`config.mk`:
```
export PLATFORM = sky130hd
export DESIGN_NAME = bridge_tx_flat
export DESIGN_NICKNAME = d
export VERILOG_FILES = /design/src/rtl/bridge_pkg.sv /design/src/rtl/bridge_tx_if.sv /design/src/rtl/resp_fifo.sv /design/src/rtl/bridge_tx.sv /design/src/flat_wrapper.sv
export SDC_FILE = /design/constraint.sdc
export NUM_CORES = 1
export LEC_CHECK = 0
export ABC_AREA = 1
export BUFFER_PORTS_ARGS = -buffer_cell sky130_fd_sc_hd__buf_4
export CORE_MARGIN = 5
export CORE_UTILIZATION = 50
export CTS_CLUSTER_SIZE = 8
export DETAILED_ROUTE_END_ITERATION = 10
export PLACE_DENSITY_LB_ADDON = 0.3
export SYNTH_ARGS = -nofsm -noshare
export SYNTH_HDL_FRONTEND = slang
export SYNTH_SLANG_ARGS = --single-unit
```
`constraint.sdc`:
```
create_clock -name clk -period 2.5 [get_ports clk]
set_clock_uncertainty 0.2 [all_clocks]
set_input_delay 0.5 -clock clk [delete_from_list [all_inputs] [get_ports clk]]
set_output_delay 0.5 -clock clk [all_outputs]
set_load 0.02 [all_outputs]
```
`src/rtl/bridge_pkg.sv`:
```
// Shared definitions for the register-bus bridge (tx serialiser and rx hex decoder).
//   DATA_W / BYTE_W : bus word and stream byte widths
//   CHAR_*          : ASCII framing characters
//   tx_state_e      : serialiser FSM states
//   to_hex          : nibble -> uppercase ASCII hex digit
package bridge_pkg;

    localparam int unsigned DATA_W = 16;
    localparam int unsigned BYTE_W = 8;

    localparam logic [BYTE_W-1:0] CHAR_D  = 8'h44;
    localparam logic [BYTE_W-1:0] CHAR_CR = 8'h0D;
    localparam logic [BYTE_W-1:0] CHAR_LF = 8'h0A;

    typedef enum logic [2:0] {
        ST_IDLE,
        ST_PRE,
        ST_N3,
        ST_N2,
        ST_N1,
        ST_N0,
        ST_CR,
        ST_LF
    } tx_state_e;

    // 0-9 -> '0'-'9', 10-15 -> 'A'-'F' ('A' - 10 == 8'h37)
    function automatic logic [BYTE_W-1:0] to_hex(input logic [3:0] nib);
        if (nib < 4'd10) begin
            return 8'h30 + 8'(nib);
        end
        return 8'h37 + 8'(nib);
    endfunction

endpackage

```
`src/rtl/bridge_tx_if.sv`:
```
// Bus + byte-stream bundle between the last core, bridge_tx and uart_tx.
//   rdata_i/rw_i/valid_i : bus transaction from the last core
//   data_o/valid_o/ready_i : ASCII byte stream to uart_tx
//   overflow_o/busy_o    : status
// slave = bridge_tx side, master = environment side.
interface bridge_tx_if;

    logic [bridge_pkg::DATA_W-1:0] rdata_i;
    logic                          rw_i;
    logic                          valid_i;
    logic [bridge_pkg::BYTE_W-1:0] data_o;
    logic                          valid_o;
    logic                          ready_i;
    logic                          overflow_o;
    logic                          busy_o;

    modport slave (
        input  rdata_i, rw_i, valid_i, ready_i,
        output data_o, valid_o, overflow_o, busy_o
    );

    modport master (
        output rdata_i, rw_i, valid_i, ready_i,
        input  data_o, valid_o, overflow_o, busy_o
    );

endinterface

```
`src/rtl/resp_fifo.sv`:
```
// Synchronous FIFO holding read responses awaiting serialisation.
//   clk, rst          : clock, synchronous active-high reset (flushes)
//   push_i, wdata_i   : write; accepted when not full, or when full with a pop on the same edge
//   pop_i             : drop head (ignored when empty)
//   rdata_o           : head entry (combinational, valid when !empty_o)
//   full_o, empty_o   : status from extended-pointer compare
module resp_fifo #(
    parameter int unsigned DEPTH = 8,
    parameter int unsigned WIDTH = 16
) (
    input  logic             clk,
    input  logic             rst,
    input  logic             push_i,
    input  logic [WIDTH-1:0] wdata_i,
    input  logic             pop_i,
    output logic [WIDTH-1:0] rdata_o,
    output logic             full_o,
    output logic             empty_o
);

    localparam int unsigned AW = $clog2(DEPTH);
    localparam int unsigned PW = AW + 1;

    logic [WIDTH-1:0] mem_q [DEPTH];
    logic [PW-1:0]    wr_ptr_q, wr_ptr_d;
    logic [PW-1:0]    rd_ptr_q, rd_ptr_d;
    logic             push_ok;
    logic             pop_ok;

    // Same index, different lap bit -> full; identical -> empty
    assign full_o  = (wr_ptr_q[AW] != rd_ptr_q[AW]) && (wr_ptr_q[AW-1:0] == rd_ptr_q[AW-1:0]);
    assign empty_o = (wr_ptr_q == rd_ptr_q);
    assign rdata_o = mem_q[rd_ptr_q[AW-1:0]];

    assign pop_ok  = pop_i && !empty_o;
    assign push_ok = push_i && (!full_o || pop_ok);

    // Pointer next-state
    always_comb begin
        wr_ptr_d = wr_ptr_q;
        rd_ptr_d = rd_ptr_q;
        if (push_ok) wr_ptr_d = wr_ptr_q + PW'(1);
        if (pop_ok)  rd_ptr_d = rd_ptr_q + PW'(1);
    end

    // Pointer registers
    always_ff @(posedge clk) begin
        if (rst) begin
            wr_ptr_q <= '0;
            rd_ptr_q <= '0;
        end else begin
            wr_ptr_q <= wr_ptr_d;
            rd_ptr_q <= rd_ptr_d;
        end
    end

    // Storage; contents are don't-care while the pointers say empty
    always_ff @(posedge clk) begin
        if (push_ok) mem_q[wr_ptr_q[AW-1:0]] <= wdata_i;
    end

endmodule

```
`src/rtl/bridge_tx.sv`:
```
// Terminal stage of the register-bus chain: queues read responses and serialises each one
// as "D" + 4 uppercase hex digits + CR LF, one byte per valid/ready handshake.
//   clk, rst   : clock, synchronous active-high reset
//   bus.slave  : rdata_i/rw_i/valid_i in, data_o/valid_o (registered) out, ready_i in,
//                overflow_o (sticky, registered), busy_o (decoded from registers)
module bridge_tx
    import bridge_pkg::*;
#(
    parameter int unsigned FIFO_DEPTH = 8
) (
    input  logic        clk,
    input  logic        rst,
    bridge_tx_if.slave  bus
);

    tx_state_e          state_q, state_d;
    logic [DATA_W-1:0]  word_q, word_d;
    logic [BYTE_W-1:0]  data_q, data_d;
    logic               valid_q, valid_d;
    logic               overflow_q, overflow_d;

    logic               push;
    logic               pop;
    logic               accept;
    logic [DATA_W-1:0]  fifo_head;
    logic               fifo_full;
    logic               fifo_empty;

    assign push   = bus.valid_i && !bus.rw_i;
    assign accept = valid_q && bus.ready_i;

    resp_fifo #(
        .DEPTH (FIFO_DEPTH),
        .WIDTH (DATA_W)
    ) u_fifo (
        .clk     (clk),
        .rst     (rst),
        .push_i  (push),
        .wdata_i (bus.rdata_i),
        .pop_i   (pop),
        .rdata_o (fifo_head),
        .full_o  (fifo_full),
        .empty_o (fifo_empty)
    );

    // State, word and output registers
    always_ff @(posedge clk) begin
        if (rst) begin
            state_q    <= ST_IDLE;
            word_q     <= '0;
            data_q     <= '0;
            valid_q    <= 1'b0;
            overflow_q <= 1'b0;
        end else begin
            state_q    <= state_d;
            word_q     <= word_d;
            data_q     <= data_d;
            valid_q    <= valid_d;
            overflow_q <= overflow_d;
        end
    end

    // Next state: load a word from the FIFO in IDLE, then step one byte per accepted handshake
    always_comb begin
        state_d = state_q;
        word_d  = word_q;
        pop     = 1'b0;
        case (state_q)
            ST_IDLE: begin
                if (!fifo_empty) begin
                    pop     = 1'b1;
                    word_d  = fifo_head;
                    state_d = ST_PRE;
                end
            end
            ST_PRE:  if (accept) state_d = ST_N3;
            ST_N3:   if (accept) state_d = ST_N2;
            ST_N2:   if (accept) state_d = ST_N1;
            ST_N1:   if (accept) state_d = ST_N0;
            ST_N0:   if (accept) state_d = ST_CR;
            ST_CR:   if (accept) state_d = ST_LF;
            ST_LF:   if (accept) state_d = ST_IDLE;
            default: state_d = ST_IDLE;
        endcase
    end

    // Outputs: byte for the state being entered, so the registered byte lines up with state_q
    // and stays stable while stalled (state_d == state_q, word_d == word_q)
    always_comb begin
        valid_d    = (state_d != ST_IDLE);
        data_d     = '0;
        overflow_d = overflow_q || (push && fifo_full && !pop);
        case (state_d)
            ST_PRE:  data_d = CHAR_D;
            ST_N3:   data_d = to_hex(word_d[15:12]);
            ST_N2:   data_d = to_hex(word_d[11:8]);
            ST_N1:   data_d = to_hex(word_d[7:4]);
            ST_N0:   data_d = to_hex(word_d[3:0]);
            ST_CR:   data_d = CHAR_CR;
            ST_LF:   data_d = CHAR_LF;
            default: data_d = '0;
        endcase
    end

    assign bus.data_o     = data_q;
    assign bus.valid_o    = valid_q;
    assign bus.overflow_o = overflow_q;
    assign bus.busy_o     = !fifo_empty || (state_q != ST_IDLE);

endmodule

```
`src/flat_wrapper.sv`:
```
// flat-port wrapper written by rule: the top's interface ports become plain ports
module bridge_tx_flat import bridge_pkg::*;
#(
    parameter int unsigned FIFO_DEPTH = 8
)
  (clk, rst, bus_rdata_i, bus_rw_i, bus_valid_i, bus_ready_i, bus_data_o, bus_valid_o, bus_overflow_o, bus_busy_o);
  bridge_tx_if bus_i ();
  input  logic clk;
  input  logic rst;
  input wire logic [$bits(bus_i.rdata_i)-1:0] bus_rdata_i;
  input wire logic [$bits(bus_i.rw_i)-1:0] bus_rw_i;
  input wire logic [$bits(bus_i.valid_i)-1:0] bus_valid_i;
  input wire logic [$bits(bus_i.ready_i)-1:0] bus_ready_i;
  output wire logic [$bits(bus_i.data_o)-1:0] bus_data_o;
  output wire logic [$bits(bus_i.valid_o)-1:0] bus_valid_o;
  output wire logic [$bits(bus_i.overflow_o)-1:0] bus_overflow_o;
  output wire logic [$bits(bus_i.busy_o)-1:0] bus_busy_o;
  assign bus_i.rdata_i = bus_rdata_i;
  assign bus_i.rw_i = bus_rw_i;
  assign bus_i.valid_i = bus_valid_i;
  assign bus_i.ready_i = bus_ready_i;
  assign bus_data_o = bus_i.data_o;
  assign bus_valid_o = bus_i.valid_o;
  assign bus_overflow_o = bus_i.overflow_o;
  assign bus_busy_o = bus_i.busy_o;
  bridge_tx #(.FIFO_DEPTH(FIFO_DEPTH)) u_core (.clk(clk), .rst(rst), .bus(bus_i));
endmodule
```
=== Yosys cells after proc, flatten, opt, wreduce, memory -nomap -nowiden ===
Memory sizes are Yosys's and may differ from the RTL's. A register that Yosys moved wholly into a read port is not among the register bits.
Index checks and enable logic that the tools add are counted.

* $add $sub $neg: 10
* Order comparisons: 4
* Equality and inequality tests: 17
* Multiplexer cells: 34
* Reductions and logical operators: 17

{| class="wikitable"
|+ Operator list
! kind !! number
|-
| 8-bit two-way mux || 8
|-
| 6-bit by 4-bit adder with 7-bit output (first input constant) || 8
|-
| 8-bit case mux with 7 select lines || 1
|-
| 16-bit two-way mux || 2
|-
| 3-bit two-way mux || 10
|-
| 3-bit equality test (second input constant) || 8
|-
| 3-bit case mux with 8 select lines || 1
|-
| 4-bit < comparator (second input constant) || 4
|-
| 3-bit by 2-bit equality test with 1-bit output (second input constant) || 4
|-
| 1-bit two-way mux || 12
|-
| 4-bit by 1-bit adder with 4-bit output (second input constant) || 2
|-
| 1-bit logical AND || 7
|-
| 3-bit by 1-bit equality test with 1-bit output (second input constant) || 2
|-
| 3-bit nonzero test || 2
|-
| 4-bit equality test || 1
|-
| 1-bit logical NOT || 4
|-
| 3-bit equality test || 1
|-
| 3-bit logical NOT || 1
|-
| 1-bit logical OR || 3
|-
| 1-bit inequality test || 1
|}

* Flip-flop bits (word level): 37
* Bits in writable memories: 128
* Input port bits: 21
* Output and inout bits: 11
* Memories: 1

{| class="wikitable"
|+ Memory list
! memory !! words !! bits a word !! rd ports !! clocked after Yosys merged registers in !! write ports !! line !! RTL
|-
| u_core.u_fifo.mem_q || 8 || 16 || 1 || 1 || 1 || resp_fifo.sv:24 || <nowiki>logic [WIDTH-1:0] mem_q [DEPTH];</nowiki>
|}

=== Depth between registers and ports, before layout ===
* Depth after elaboration: 8
* Depth in mapped cells: 20
* Mapped depth without buffers: 19

=== Hierarchy ===
From an unflattened synthesis, not the netlist that was laid out.

* Cells, all modules: 787
* Area total of the unflattened synthesis: 7519.7 um2

{| class="wikitable"
|+ By module, submodules not included
! module !! instances !! cells an instance !! area an instance (um2)
|-
| resp_fifo || 1 || 464 || 5545.3
|-
| bridge_tx || 1 || 323 || 1974.4
|}

=== Worst setup path before layout ===
No wires, ideal clock.

* Path type: reg-to-reg
* Start point: register u_core.state_q[1]
* End point: memory u_core.u_fifo.mem_q[7][0], enable pin
* Setup time: 0.391 ns
* Arrival time: 1.916 ns
* Required time: 1.909 ns
* Path slack: -0.007 ns
* Stages on the path, launching flop included: 8
* Period minus slack after synthesis: 2.507 ns
* Path through: dfxtp_1 nor3_4 inv_1 nand4_1 nand3_1 nor2_1 inv_1 nor2_1

* Word-level cells in the longest chain between the ends: 7

{| class="wikitable"
|+ Ends and longest elaborated chain
! element !! line !! RTL
|-
| start, declared || bridge_tx.sv:16 || <nowiki>tx_state_e state_q, state_d;</nowiki>
|-
| start signal, assigned || bridge_tx.sv:55 || <nowiki>state_q <= state_d;</nowiki>
|-
| 3-bit logical NOT || bridge_tx.sv:68 || <nowiki>case (state_q)</nowiki>
|-
| 1-bit two-way mux || bridge_tx.sv:68 ||
|-
| 1-bit logical AND || resp_fifo.sv:35 || <nowiki>assign pop_ok = pop_i && !empty_o;</nowiki>
|-
| 1-bit logical OR || resp_fifo.sv:36 || <nowiki>assign push_ok = push_i && (!full_o || pop_ok);</nowiki>
|-
| 1-bit logical AND || resp_fifo.sv:36 ||
|-
| 1-bit two-way mux || resp_fifo.sv:59 || <nowiki>if (push_ok) mem_q[wr_ptr_q[AW-1:0]] <= wdata_i;</nowiki>
|-
| 1-bit two-way mux (implied by the code) || resp_fifo.sv:59 ||
|-
| end, declared || resp_fifo.sv:24 ||
|}

Every way passes these cells.

==> impl_results.md <==
* First-pass GRT wire length at 26300 um
* Vias in the first global route at 5115
* CP startpoint kind: flip-flop
* Met1 Routed Length at 7240 um
* Total CTS buffers at 17
* Row Count at 45
* Wire length on met2 at 8078 um
* DP HPWL at 10320 um
* Initial antenna violation count at 0
* Global placer's final weighted congestion at 0.8576
* Run status: complete, no violations
* Syn nets at 847
* Die footprint at 0.01769 mm^2
* Tcrit/Tclk final at 94.31%
* CTS Buffer Depth at 2
* Vias per cell at 5.124
* Hold Path Origin: bus_rdata_i[12]
* DIE WIDTH at 133.0 um
* CTS H-tree lvls at 4
* Worst ir drop on vdd at 0.6168 mV
* Post-layout util at 59.38%
* Synth warn at 0
* Hold/Removal Path Class: in2reg
* Worst path arrival time at 2.46 ns
* Post-synthesis sequential area ratio at 61.12%
* Max Cap Viol at 0
* Total power at 9794 uW
* Cell count after synthesis at 820
* Area grow syn2layout at 17.99%
* Hold Vio Cnt, Final at 0
* WP data required at 2.60 ns
* F_max at 0.4241 GHz
* CTS tree: done
* Critical path type: reg2reg
* Nets at 897
* Post-layout minimum cycle time at 2.358 ns
* Final setup viols at 0
* Kind of end point of the critical path: flip-flop
* Port Buffers at 30
* Syn_area_per_cell at 9.227 um^2
* Die height at 133.0 um
* Detailed-route wire length per cell at 15.17 um
* Initial drt markers at 387
* Via count of the routed design at 5488
* Clock root cell: clkbuf_16
* Mapped Area at 0.007566 mm^2
* Largest net degree at the start of global routing at 37
* Worst-Skew Late Latency at 0.42 ns
* Top layer used by detailed routing: met4
* Slew Limit Fails at 0
* Io pins at 32
* Static leakage at 0.003802 uW
* Post-synth cell types at 36
* CTS sink cnt at 167
* Congestion Overflow GR at 0
* Worst-path maximum fanout at 36
* # DRC at 0
* DR WL met3 at 669 um
* Core area at 0.01503 mm^2
* Antenna cells at 0
* Starting Density at 50.33%
* Cell Pwr Density at 1097 mW/mm^2
* CTS clk-pin slew, worst paths at 0.06 ns
* RSZ-0062 raised after global routing: yes
* GRT Util Overall at 19.07%
* Final wirelength at 16250 um
* Antenna-violating nets left at 0
* Layout cell share with drive strength beyond 1 at 16.42%
* FF+latch count, synth at 167
* Pre-antenna DRT Iters at 5
-- logic make-up after synthesis --
group	synth area share [%]
buf+inv	8.004
flops	61.12
compound gates	5.953
fa+ha+maj	0.9922
other cells	0.04956
xor+xnor	0.1158
simple gates	23.76
-- critical path: stages, from the launching register on --
cell	delay, ns
dfxtp_2	0.35
inv_2	0.10
buf_12	0.20
o21ai_0	0.09
o21ai_0	0.15
nand2_1	0.06
nand2_1	0.10
nor2_1	0.04
nor2_1	0.15
inv_1	0.10
ha_2	0.20
a21oi_1	0.22
o21ai_0	0.11
nor2_1	0.11
nor2_1	0.04
-- repair_timing --
item,in CTS,in global routing
setup buffers,0,3
gates resized for setup,0,21
endpoints found under the setup margin,0,52
hold buffers,0,0
-- final timing paths --
path,end,slack (ns),depth (start not counted)
worst min register to register,u_core.bus.overflow_o,0.28,1
worst min-delay path,u_core.u_fifo.mem_q[7][12],0.11,1
worst max register to register,u_core.bus.data_o[4],0.14,14
worst max-delay path,u_core.bus.data_o[4],0.14,14
-- per-layer routing --
metal	vias up	GRT usage (%)
li1	2743	-
met1	2587	25.29
met2	137	31.46
met3	21	3.422
met4	0	6.986
met5	-	0
-- flip-flops by register name (all words and copies together) (netlist names), named ones only --
register,count
u_core.bus.data_o,7
u_core.u_fifo.rd_ptr_q,4
u_core.u_fifo.wr_ptr_q,4
u_core.u_fifo.mem_q,128
u_core.bus.overflow_o,1
u_core.bus.valid_o,1
u_core.state_q,3
u_core.word_q,16
-- layout by cell type, fill, tap and decap left out, types with 15 or more instances in the layout --
cell,Yosys,final
nor2_1,108,98
clkbuf_16,0,17
nand2_1,220,220
buf_4,8,44
inv_1,107,107
a21oi_1,15,15
dfxtp_1,39,32
nand3_1,63,63
o21ai_0,43,38
edfxtp_1,128,128
-- through the flow --
stage / instances / area, um^2 / hold WS [ns] / setup TNS (ns) / setup slack, ns
after global routing: 1071 / 8927 / 0.1001 / -0.1954 / -0.08705
final: 1071 / 8927 / 0.1101 / 0 / 0.1423
after CTS: 1067 / 8852 / 0.09632 / 0 / 0.07828
after floorplan: 820 / 7569 / 0.2432 / 0 / 0.003858
after global placement: 1035 / 8240 / 0.2564 / 0 / 0.1327
after detailed placement: 1035 / 8240 / 0.2619 / 0 / 0.08328
-- synthesized netlist by cell type --
library cell,instances,area share [%]
nor3_1,2,0.13
ha_1,6,0.99
nor2_2,3,0.25
inv_1,107,5.3
edfxtp_1,128,51
o22ai_1,3,0.25
a21oi_2,2,0.23
inv_2,7,0.35
o21ai_2,7,0.81
nand2_4,3,0.45
nor4_1,1,0.083
clkbuf_1,7,0.35
o21ai_0,43,2.8
nand2_2,10,0.83
nor2_1,108,5.4
o21bai_1,3,0.30
conb_1,1,0.050
nor3_4,1,0.22
buf_8,1,0.20
nand2_8,1,0.26
buf_4,8,0.79
buf_6,2,0.30
or2_2,1,0.083
buf_2,10,0.66
nand2_1,220,11
nand4_1,4,0.33
a21oi_1,15,0.99
o21ai_1,5,0.33
nor3b_1,1,0.099
xor2_1,1,0.12
nand3_1,63,4.2
buf_1,1,0.050
o31ai_1,1,0.099
dfxtp_1,39,10
nor2_4,4,0.60
o21a_1,1,0.099
-- power breakdown --
part / leakage (uW) / switching, uW / internal, uW
clock: 0.000289 / 1040 / 1670
combinational: 0.00203 / 2460 / 1370
sequential: 0.00148 / 80.4 / 3180
-- final cells by class --
type                            instances  area, um^2
Tap cell                              188       235.2
Sequential cell                       167        4636
Clock inverter                         12       175.2
Multi-Input combinational cell        511        2390
Inverter                              114       432.9
Timing Repair Buffer                   59       621.8
Clock buffer                           20       436.7
Fill cell                            1255        6106
Power figures use the tool's default switching activity.
